`config.mk`:
```
export PLATFORM = sky130hd
export DESIGN_NAME = imem_bus_resp
export DESIGN_NICKNAME = d
export VERILOG_FILES = /design/src/rtl/imem_bus_pkg.sv /design/src/rtl/imem_line_asm.sv /design/src/rtl/imem_bus_resp.sv
export SDC_FILE = /design/constraint.sdc
export NUM_CORES = 1
export LEC_CHECK = 0
export BUFFER_PORTS_ARGS = -buffer_cell sky130_fd_sc_hd__buf_2
export CAP_MARGIN = 20
export CORE_MARGIN = 10
export CORE_UTILIZATION = 24
export DETAILED_ROUTE_END_ITERATION = 10
export PLACE_DENSITY = 0.4
export SETUP_SLACK_MARGIN = 0.02
export SLEW_MARGIN = 10
export SYNTH_ARGS = -nofsm -noshare
export SYNTH_HDL_FRONTEND = slang
export SYNTH_SLANG_ARGS = --single-unit
```
`constraint.sdc`:
```
create_clock -name clk -period 1.92 [get_ports clk]
set_clock_uncertainty 0.1 [all_clocks]
set_input_delay 0.192 -clock clk [delete_from_list [all_inputs] [get_ports clk]]
set_output_delay 0.192 -clock clk [all_outputs]
set_load 0.01 [all_outputs]
```
`src/rtl/imem_bus_pkg.sv`:
```
// Shared types and size helpers for the imem bus-side line-refill responder.
// Supplies fallback values for IMEM_LINE / IMEM_BLK_LEN when the imem build does not define them.

`ifndef IMEM_LINE
`define IMEM_LINE 256
`endif
`ifndef IMEM_BLK_LEN
`define IMEM_BLK_LEN 26
`endif

package imem_bus_pkg;

    typedef enum logic [2:0] {
        StIdle,
        StIssue,
        StWait,
        StResp,
        StGap
    } state_t;

    // Words per line.
    function automatic int unsigned calc_beats(input int unsigned line_w,
                                               input int unsigned word_w);
        return line_w / word_w;
    endfunction

    // Beat index width; at least one bit so a single-beat line still has a counter.
    function automatic int unsigned calc_beat_w(input int unsigned beats);
        return (beats > 1) ? $clog2(beats) : 1;
    endfunction

endpackage

```
`src/rtl/imem_line_asm.sv`:
```
// Line assembler: beat counter plus line register.
// clear_i zeroes both; load_i writes word_i at the current beat and advances the counter
// unless it is already on the last beat (the counter never wraps within a line).

module imem_line_asm
    import imem_bus_pkg::*;
#(
    parameter int unsigned WORD_W = 64,
    parameter int unsigned BEATS  = 4,
    localparam int unsigned BEAT_W = calc_beat_w(BEATS),
    localparam int unsigned LINE_W = BEATS * WORD_W
) (
    input  logic              clk,
    input  logic              rst_n,
    input  logic              clear_i,
    input  logic              load_i,
    input  logic [WORD_W-1:0] word_i,
    output logic [BEAT_W-1:0] cnt_o,
    output logic [BEAT_W-1:0] cnt_next_o,
    output logic              last_o,
    output logic [LINE_W-1:0] line_o,
    output logic [LINE_W-1:0] line_next_o
);

    logic [BEAT_W-1:0] cnt_q, cnt_d;
    logic [LINE_W-1:0] line_q, line_d;

    assign last_o = (cnt_q == BEAT_W'(BEATS - 1));

    // Next counter/line: clear on a new request, else merge the incoming word at the beat slot.
    always_comb begin
        cnt_d  = cnt_q;
        line_d = line_q;
        if (clear_i) begin
            cnt_d  = '0;
            line_d = '0;
        end else if (load_i) begin
            for (int unsigned i = 0; i < BEATS; i++) begin
                if (cnt_q == BEAT_W'(i)) begin
                    line_d[i*WORD_W +: WORD_W] = word_i;
                end
            end
            if (!last_o) begin
                cnt_d = cnt_q + BEAT_W'(1);
            end
        end
    end

    // Counter and line state.
    always_ff @(posedge clk) begin
        if (!rst_n) begin
            cnt_q  <= '0;
            line_q <= '0;
        end else begin
            cnt_q  <= cnt_d;
            line_q <= line_d;
        end
    end

    assign cnt_o       = cnt_q;
    assign cnt_next_o  = cnt_d;
    assign line_o      = line_q;
    assign line_next_o = line_d;

endmodule

```
`src/rtl/imem_bus_resp.sv`:
```
// Bus-side responder for the imem line-refill port. Fetches a line as BEATS sequential word
// reads from a narrower memory, assembles it and returns it with a one-cycle b_dv_i strobe.
// Optional feature macro: IMEM_BUS_RESP_LBUF_EN adds a one-entry last-line buffer that answers
// a repeat request for the most recently refilled line without touching memory.

module imem_bus_resp
    import imem_bus_pkg::*;
#(
    parameter int unsigned LINE_W = `IMEM_LINE,
    parameter int unsigned BLK_W  = `IMEM_BLK_LEN,
    parameter int unsigned WORD_W = 64,
    localparam int unsigned BEATS  = calc_beats(LINE_W, WORD_W),
    localparam int unsigned BEAT_W = calc_beat_w(BEATS)
) (
    input  logic                    clk,
    input  logic                    rst_n,
    input  logic                    b_rd_i,
    input  logic [BLK_W-1:0]        b_addr_i,
    output logic [LINE_W-1:0]       b_data_i,
    output logic                    b_dv_i,
    output logic                    m_rd,
    output logic [BLK_W+BEAT_W-1:0] m_addr,
    input  logic [WORD_W-1:0]       m_data,
    input  logic                    m_dv
);

    state_t            state_q, state_d;
    logic [BLK_W-1:0]  addr_q, addr_d;

    logic              asm_clear;
    logic              asm_load;
    logic [BEAT_W-1:0] asm_cnt;
    logic [BEAT_W-1:0] asm_cnt_next;
    logic              asm_last;
    logic [LINE_W-1:0] asm_line;
    logic [LINE_W-1:0] asm_line_next;

    logic              lbuf_hit;
    logic [LINE_W-1:0] resp_line;

    imem_line_asm #(
        .WORD_W (WORD_W),
        .BEATS  (BEATS)
    ) u_line_asm (
        .clk         (clk),
        .rst_n       (rst_n),
        .clear_i     (asm_clear),
        .load_i      (asm_load),
        .word_i      (m_data),
        .cnt_o       (asm_cnt),
        .cnt_next_o  (asm_cnt_next),
        .last_o      (asm_last),
        .line_o      (asm_line),
        .line_next_o (asm_line_next)
    );

`ifdef IMEM_BUS_RESP_LBUF_EN
    logic              lbuf_valid_q;
    logic [BLK_W-1:0]  lbuf_tag_q;
    logic [LINE_W-1:0] lbuf_line_q;

    assign lbuf_hit  = (state_q == StIdle) && b_rd_i && lbuf_valid_q && (b_addr_i == lbuf_tag_q);
    assign resp_line = lbuf_hit ? lbuf_line_q : asm_line_next;

    // Capture each completed refill; an aborted refill never reaches the last beat load.
    always_ff @(posedge clk) begin
        if (!rst_n) begin
            lbuf_valid_q <= 1'b0;
            lbuf_tag_q   <= '0;
            lbuf_line_q  <= '0;
        end else if (asm_load && asm_last) begin
            lbuf_valid_q <= 1'b1;
            lbuf_tag_q   <= addr_q;
            lbuf_line_q  <= asm_line_next;
        end
    end
`else
    assign lbuf_hit  = 1'b0;
    assign resp_line = asm_line_next;
`endif

    // Next-state logic; m_dv only matters in StWait, b_rd_i only in StIdle.
    always_comb begin
        state_d   = state_q;
        addr_d    = addr_q;
        asm_clear = 1'b0;
        asm_load  = 1'b0;
        unique case (state_q)
            StIdle: begin
                if (b_rd_i) begin
                    addr_d = b_addr_i;
                    if (lbuf_hit) begin
                        state_d = StResp;
                    end else begin
                        asm_clear = 1'b1;
                        state_d   = StIssue;
                    end
                end
            end
            StIssue: state_d = StWait;
            StWait: begin
                if (m_dv) begin
                    asm_load = 1'b1;
                    state_d  = asm_last ? StResp : StIssue;
                end
            end
            StResp:  state_d = StGap;
            StGap:   state_d = StIdle;
            default: state_d = StIdle;
        endcase
    end

    // State, address latch and registered outputs, all derived from the next state.
    always_ff @(posedge clk) begin
        if (!rst_n) begin
            state_q  <= StIdle;
            addr_q   <= '0;
            m_rd     <= 1'b0;
            m_addr   <= '0;
            b_dv_i   <= 1'b0;
            b_data_i <= '0;
        end else begin
            state_q  <= state_d;
            addr_q   <= addr_d;
            m_rd     <= (state_d == StIssue);
            m_addr   <= (state_d == StIssue) ? {addr_d, asm_cnt_next} : '0;
            b_dv_i   <= (state_d == StResp);
            b_data_i <= (state_d == StResp) ? resp_line : '0;
        end
    end

    // asm_cnt and asm_line are observed only through their next-state views.
    logic unused_asm;
    assign unused_asm = ^{asm_cnt, asm_line};

endmodule
```
### Yosys cells after proc, flatten, opt, wreduce, memory -nomap -nowiden

Index checks and enable logic that the tools add are counted.

| operators by class | value |
|---|---|
| add/subtract/negate cells | 1 |
| $mul | 0 |
| div/mod/pow operators | 0 |
| order comparisons | 0 |
| eq/ne operators | 8 |
| shift operators | 0 |
| mux-type cells | 19 |
| bitwise logic cells | 0 |
| reductions and logical operators | 4 |

Operators by type and width:

| kind | count |
|---|---|
| two-way mux 256 bit | 2 |
| two-way mux 64 bit | 4 |
| two-way mux 26 bit | 2 |
| case mux 3 bit (4 select lines) | 1 |
| equality test 3 x 2 -> 1 bit, second input constant | 3 |
| two-way mux 2 bit | 4 |
| equality test 3 x 1 -> 1 bit, second input constant | 2 |
| two-way mux 3 bit | 2 |
| equality test 2 bit, second input constant | 2 |
| two-way mux 1 bit | 4 |
| AND reduction 2 bit | 2 |
| zero test 3 bit | 1 |
| adder 2 x 1 -> 2 bit, second input constant | 1 |
| equality test 2 x 1 -> 1 bit, second input constant | 1 |
| zero test 2 bit | 1 |

| storage, ports and cells | value |
|---|---|
| register bits | 573 |
| latch bits | 0 |
| RAM bits | 0 |
| bits in read-only memories | 0 |
| output and inout port bits | 286 |
| memories kept | 0 |

### Logic depth before layout (Yosys ltp)

Gate-level depths: netlist of run 1.

| logic depth | value |
|---|---|
| word-level depth | 6 |
| gate-level depth with buffers | 8 |
| mapped depth without buffers | 3 |

### Hierarchy

Synthesis of run 1 repeated with hierarchy kept, for this count alone.

| second synthesis, totals | value |
|---|---|
| cell total of the unflattened synthesis | 2,297 |
| area, all modules | 24,315.8 um^2 |

By module, submodules not included:

| module | instances | cells each | area each (um^2) |
|---|---|---|---|
| imem_line_asm | 1 | 1,591 | 15,596.2 |
| imem_bus_resp | 1 | 706 | 8,719.6 |

### Worst setup path after synthesis of run 1

OpenSTA, ideal clock, no wires.

| path | value |
|---|---|
| path kind | reg-to-reg |
| from | reg state_q[1] |
| to | reg u_line_asm.line_q[128] (netlist: u_line_asm.line_o[128]) |
| library setup time | 0.123 ns |
| arrival time | 1.484 ns |
| data required time | 1.697 ns |
| slack | 0.213 ns |
| cell stages (with the launch flop) | 9 |
| clock period less this slack | 1.707 ns |
| cells stage by stage | dfxtp_1 > buf_2 > nor4b_1 > buf_4 > nand2b_1 > buf_2 > buf_4 > buf_4 > a21oi_1 |

| between the ends | value |
|---|---|
| longest elaborated chain between the ends | 4 |
| elaborated cells on any way between the ends | 6 |

Ends and longest elaborated chain:

| what | RTL line | RTL |
|---|---|---|
| from (decl) | imem_bus_resp.sv:27 | `state_t state_q, state_d;` |
| from (signal assigned) | imem_bus_resp.sv:116 | `state_q <= StIdle;` |
| from (signal assigned) | imem_bus_resp.sv:123 | `state_q <= state_d;` |
| equality test 3 x 2 -> 1 bit | imem_bus_resp.sv:88 | `unique case (state_q)` |
| two-way mux 1 bit | imem_bus_resp.sv:88 |  |
| two-way mux 256 bit | imem_line_asm.sv:37 | `end else if (load_i) begin` |
| two-way mux 256 bit * | imem_line_asm.sv:34 | `if (clear_i) begin` |
| to (signal assigned) | imem_line_asm.sv:56 | `line_q <= line_d;` |
| to (decl) | imem_line_asm.sv:26 | `logic [LINE_W-1:0] line_q, line_d;` |

Every way passes the cells marked *; elsewhere a longest branch is shown, timed or not.
A chain may end at the register's enable or synchronous reset.

### Worst setup path after layout of run 1

| path | value |
|---|---|
| from | reg state_q[0] |
| to | reg b_data_i[87] |

| between the ends | value |
|---|---|
| longest elaborated chain between the ends | 4 |
| elaborated cells on any way between the ends | 13 |

Ends and longest elaborated chain:

| what | RTL line | RTL |
|---|---|---|
| equality test 3 x 2 -> 1 bit (tied with other cells) | imem_bus_resp.sv:88 |  |
| case mux 3 bit (4 select lines) / two-way mux 1 bit (equally long branches) | imem_bus_resp.sv:88 |  |
| equality test 3 x 2 -> 1 bit / two-way mux 256 bit (equally long branches) | imem_bus_resp.sv:128, imem_line_asm.sv:37 |  |
| AND reduction 2 bit (no source line) / two-way mux 256 bit (equally long branches) | -- |  |
| to (signal assigned) | imem_bus_resp.sv:128 | `b_data_i <= (state_d == StResp) ? resp_line : '0;` |
| to (decl) | imem_bus_resp.sv:19 | `output logic [LINE_W-1:0] b_data_i,` |

Several ways; a longest one is shown, not always the timed one.

==> metrics.yaml, run 1 <==
status: "completed"
insertion_delay_ns: 0.59
max_freq_mhz: 528
max_cap_viol_count: 0
place_hpwl_um: 44200
core_area_mm2: 0.0748
worst_hold_slack_ns: 0.305
peakVddDrop_uv: 490
gp_congestion: 0.744
globalRouteTotalUtil: 0.150
maxSlewHeadroom: 0.647
cts.path.max_buffers: 3
num_vias: 16100
layout.nets: 2440
final_common_cell: "dfxtp_1"
portBuffers: 379
die-area_mm2: 0.0872
synth_cell_types: 29
start_kind: "flop"
core.rowCount: 100
period_minus_slack_ns: 1.89
path_clk_slew_ns: 0.06
grt_pass1_wl_um: 102000
p_per_area_mw_per_mm2: 1030
io_pins: 380
netlist_area_mm2: 0.0182
cts_tree: "built"
setup_violations: 0
n_antenna_cell: 0
hold_viol_final: 0
initial_core_util: 0.243
firstDrtPassIters: 5
areaGrowthSynthToFinish_pct: 38.3
dieWidth_um: 295
syn_inst: 1891
layout_common_cells: "dfxtp_1, a21oi_1, buf_2"
drc: 0
end_kind: "flop"
cts-root-buf: "clkbuf_16"
wl_per_cell_um: 20.4
fin_util: 0.336
synth-seq-cells: 573
arrival_ns: 2.29
routed_wl_um: 68400
drive_gt1_frac: 0.261
synth_area_leader_cell: "dfxtp_1"
cts_buffers: 68
grt_pass1_vias: 16100
ant_nets: 0
overflow: 0
clock-sinks: 573
cts_max_level: 3
timing.setup.tns_ns: 0
yosysTopAreaCellShare: 0.631
antenna_found_initial: 0
crit_required_ns: 2.32
tightest_slew_ns: 0.529
ys_seq_area_frac: 0.631
rsz0062_at_grt: "yes"
grt_max_degree: 96
drv_slew: 0
die_y_um: 295
hp-class: "in -> reg"
netlist_top_cells_area: "dfxtp_1, a21oi_1, nand3_1"
syn_area_per_cell_um2: 9.62
vias_per_cell: 4.78
yosys_warnings: 0
fin_crit_sh: 0.986
synth.net_count: 1985
first_iter_violations: 1031
crit_type: "reg -> reg"
crit_fanout: 95
power_leakage_nw: 9.52
-- synthesized netlist by cell type --
library cell	n
a21oi_1	514
mux2i_1	27
nor3_1	3
nor4bb_1	1
a21bo_2	1
nand2_1	1
clkbuf_1	104
nand3_1	256
nor4b_1	1
dfxtp_1	573
and2_1	1
a2111o_1	1
buf_1	14
o21ai_0	239
nor2_1	31
nand4b_1	1
inv_1	2
nand4bb_1	1
or2_1	1
and4bb_2	1
buf_4	28
nand4_2	1
and4b_1	2
buf_2	34
o21ai_1	17
nor2b_1	30
nand2b_1	3
o22ai_1	1
clkbuf_2	2
-- power by group --
group	leakage, nW	total [mW]	switching (mW)	internal, mW
Sequential	4.62	12.0	0.0242	12.0
Clock	1.08	12.8	5.05	7.72
Combinational	3.82	1.08	0.626	0.455
-- sequential cells by signal, indices dropped and copies added, names as in the netlist --
signal             count
b_data_i             256
u_line_asm.line_o    256
m_addr                28
addr_q                26
state_q                3
u_line_asm.cnt_o       2
b_dv_i                 1
m_rd                   1
-- per-stage QoR --
stage          area, um^2  power [mW]  setup slack (ns)  std cells
4_1_cts             24900        26.3            0.0218       3353
3_3_place_gp        21700        13.2            0.0907       3145
5_1_grt             25100        26.8           -0.0507       3360
6_report            25100        25.9            0.0260       3360
2_1_floorplan       18200        12.7             0.213       1891
3_5_place_dp        21700        13.2            0.0437       3145
-- final timing paths --
path / from / end / slack, ns / depth (start not counted)
max: state_q[0] / b_data_i[87] / 0.03 / 6
min: b_addr_i[22] / m_addr[24] / 0.31 / 4
max reg2reg: state_q[0] / b_data_i[87] / 0.03 / 6
min reg2reg: addr_q[13] / m_addr[15] / 0.38 / 2
-- metal layers --
layer	track usage	wire, um
met1	0.192	30000
met2	0.250	33100
met3	0.0333	3960
met4	0.0410	1290
met5	0	0
-- kinds of logic after synthesis --
family,share of synthesized area
compound gates,0.213
flops,0.631
simple gates,0.0946
buf+inv,0.0462
mux,0.0149
-- critical path, stage by stage (launching register included) --
cell and delay, ns:
dfxtp_1 0.33, buf_4 0.16, nor4bb_4 0.35, nand4_4 0.12, buf_4 0.17, buf_16 0.20
a21oi_1 0.24
-- final cells by class --
type / instances / area [um^2]
sequential: 573 / 11500
timing repair buffer: 567 / 4130
inverter: 2 / 7.51
multi-input combinational: 1134 / 6100
clock buffer: 100 / 2030
tap: 969 / 1210
fill: 7717 / 49700
clock inverter: 15 / 196
-- what timing repair did --
item	in CTS	in global routing
setup endpoints to repair	0	77
hold buffers	93	0
setup buffers	0	4
resized for setup	0	49
hold endpoints to repair	569	0
(Power assumes the default switching activity.)
==> run 2, diff against run 1 <==
Settings changed: PLACE_DENSITY 0.4 to 0.42.
Clock period 1.92 ns to 1.55 ns, I/O delays scaled along.
==> run 2 against run 1 <==
  * The run now ends with setup timing left
  * Hold slack got worse by 0.19 ns
  * Sequential share of layout area shrank 7.5 points
  * Critical path depth is 1 higher
  * Clock power rose by 24%
  * Highest routed layer is now met5
  * Critical endpoint is now u_line_asm.line_o[40]
  * Wire length increased by 13%
==> metrics.yaml, run 2 (synthesis results as in run 1) <==
path_clk_slew_ns: 0.06  # about the same
pwr-share-seq: 0.452  # was 0.464
cts_max_level: 3  # unchanged
cts.path.max_buffers: 3  # unchanged
core_area_mm2: 0.0748  # unchanged
timing.setup.tns_ns: -112.11  # was 0 ns
overflow: 0  # unchanged
final_common_cell: "dfxtp_1"  # unchanged
switchingPower_mw: 7.56  # was 5.70 mW
r2r_slack_ns: -0.28  # was 0.03 ns
swShare: 0.230  # was 0.221
drc: 0  # unchanged
drv_slew: 0  # unchanged
cts-root-buf: "clkbuf_16"  # unchanged
maxSlewHeadroom: 0.446  # was 0.647
hp-class: "in -> reg"  # unchanged
areaGrowthSynthToFinish_pct: 65.7  # was 38.3%
die-area_mm2: 0.0872  # unchanged
total_power_mw: 32.9  # was 25.9 mW
n_antenna_cell: 0  # unchanged
placedInstanceArea_mm2: 0.0227  # was 0.0217 mm^2
min_from: "rst_n"  # was b_addr_i[22]
arrival_ns: 2.20  # was 2.29 ns
antenna_found_initial: 3  # was 0
setup_violations: 570  # was 0
core.rowCount: 100  # unchanged
initial_core_util: 0.243  # unchanged
routed_wl_um: 77600  # was 68400 um
drive_gt1_frac: 0.450  # was 0.261
die_y_um: 295  # unchanged
portBuffers: 379  # unchanged
insertion_delay_ns: 0.59  # about the same
worstPathCellList: "buf_6 -> nor4b_4 -> nand2b_4 -> buf_12 -> clkbuf_16 -> clkbuf_16 -> a21oi_1"  # was buf_4 -> nor4bb_4 -> nand4_4 -> buf_4 -> buf_16 -> a21oi_1
fin_area_mm2: 0.0301  # was 0.0251 mm^2
cts_tree: "built"  # unchanged
cts_buffers: 67  # was 68
layout.nets: 2595  # was 2440
globalRouteTotalUtil: 0.155  # was 0.150
crit_required_ns: 1.92  # was 2.32 ns
crit_type: "reg -> reg"  # unchanged
end_kind: "flop"  # unchanged
clock-sinks: 573  # unchanged
tightest_slew_ns: 0.828  # was 0.529 ns
dieWidth_um: 295  # unchanged
power_leakage_nw: 10.9  # was 9.52 nW
first_iter_violations: 921  # was 1031
start_kind: "flop"  # unchanged
grt_max_degree: 58  # was 96
internal-power_mw: 25.4  # was 20.2 mW
hold_depth: 5  # was 4
power_frac_clock: 0.483  # was 0.494
peakVddDrop_uv: 755  # was 490 uV
r2r_cells: 7  # was 6
combPwrFrac: 0.065  # was 0.042
place_hpwl_um: 46600  # was 44200 um
io_pins: 380  # unchanged
whs_endpoint: "b_data_i[22]"  # was m_addr[24]
max_freq_mhz: 546  # was 528 MHz
max_cap_viol_count: 0  # unchanged
rr_startpoint: "state_q[1]"  # was state_q[0]
p_per_area_mw_per_mm2: 1090  # was 1030 mW/mm^2
fillers: 7254  # was 7717
fin_crit_sh: 1.18  # was 0.986
grt_pass1_vias: 16900  # was 16100
cp-startpoint: "state_q[1]"  # was state_q[0]
cpMostUsedCell: "clkbuf_16"  # was buf_4
wl_per_cell_um: 22.0  # was 20.4 um
max_stage_delay_ns: 0.36  # was 0.35 ns
pre_cts_ws_ns: -0.298  # was 0.0437 ns
period_minus_slack_ns: 1.83  # was 1.89 ns
num_vias: 17200  # was 16100
timing.rr.end: "u_line_asm.line_o[40]"  # was b_data_i[87]
layout_common_cells: "dfxtp_1, buf_2, nand3_1"  # was dfxtp_1, a21oi_1, buf_2
crit_fanout: 7  # was 95
status: "finished with violations"  # was completed
ant_nets: 0  # unchanged
rsz0062_at_grt: "yes"  # unchanged
violations: "setup timing"
cpMaxStageDelayCell: "dfxtp_4"  # was nor4bb_4
firstDrtPassIters: 5  # unchanged
hold_viol_final: 0  # unchanged
setup_ws_ns: -0.281  # was 0.0260 ns
fin_util: 0.403  # was 0.336
gp_congestion: 0.760  # was 0.744
vias_per_cell: 4.88  # was 4.78
grt_pass1_wl_um: 104000  # was 102000 um
[run 2: cell types whose count changed in the layout (fill, tap and decap cells not counted), moves of 23 or more]
cell,before,now
o21ai_1,20,119
buf_6,3,26
o21ai_2,0,32
clkbuf_16,74,104
mux2i_1,27,4
o21ai_0,236,98
a21oi_4,0,87
nand3_2,1,30
buf_12,35,63
a21oi_1,479,215
nand3_1,255,223
buf_4,49,84
a21oi_2,35,212
[run 2: power groups by stage]
stage                     registers (mW)  logic, mW  clock network (mW)
after CTS                           14.9       1.50                16.3
after global routing                14.9       2.24                16.9
after detailed placement            15.2       1.23                   0
after global placement              15.2       1.22                   0
after floorplan                     15.2      0.611                   0
final                               14.9       2.13                15.9
[run 2: repair_timing]
action                                  4_1_cts  5_1_grt
setup buffers                                20       22
gates resized for setup                     176      494
pin swaps                                     5       14
endpoints found under the hold margin       569        0
endpoints found under the setup margin      570      570
hold buffers                                 94        0
gates cloned                                 10       41
[run 2: layout make-up]
| type | instances | area, um^2 | area share |
|---|---|---|---|
| Multi-Input combinational cell | 1134 | 8420 | 0.280 |
| Inverter | 2 | 7.51 | 0.000249 |
| Timing Repair Buffer | 723 | 6780 | 0.225 |
| Clock inverter | 30 | 368 | 0.0122 |
| Clock buffer | 89 | 1850 | 0.0614 |
| Tap cell | 969 | 1210 | 0.0402 |
| Sequential cell | 573 | 11500 | 0.381 |
[run 2: how the worst max path moves through the flow]
stage                        endpoint  slack, ns  depth (start not counted)
2_1_floorplan  u_line_asm.line_o[128]      -0.07                          8
3_3_place_gp            b_data_i[194]      -0.29                          5
3_5_place_dp            b_data_i[194]      -0.30                          5
4_1_cts                 b_data_i[108]      -0.24                          7
5_1_grt         u_line_asm.line_o[40]      -0.34                          7
6_report        u_line_asm.line_o[40]      -0.28                          7
[run 2: critical path: cells and delay by family, from the launching register on]
kind            cells  cell delay, ns
flops               1            0.36
buf+inv             4            0.62
simple gates        2            0.58
compound gates      1            0.04
[run 2: through the flow]
stage / hold WS, ns / cells
after floorplan: 0.222 / 1891
after global placement: 0.314 / 3218
after detailed placement: 0.323 / 3218
after CTS: 0.0515 / 3459
after global routing: 0.109 / 3520
final: 0.112 / 3520
[run 2: metal layers]
layer / vias up / global-route usage / routed length, um
li1: 7971 / - / -
met1: 8484 / 0.197 / 33900
met2: 575 / 0.244 / 35800
met3: 129 / 0.0458 / 5850
met4: 4 / 0.0565 / 2050
met5: - / 0 / 31
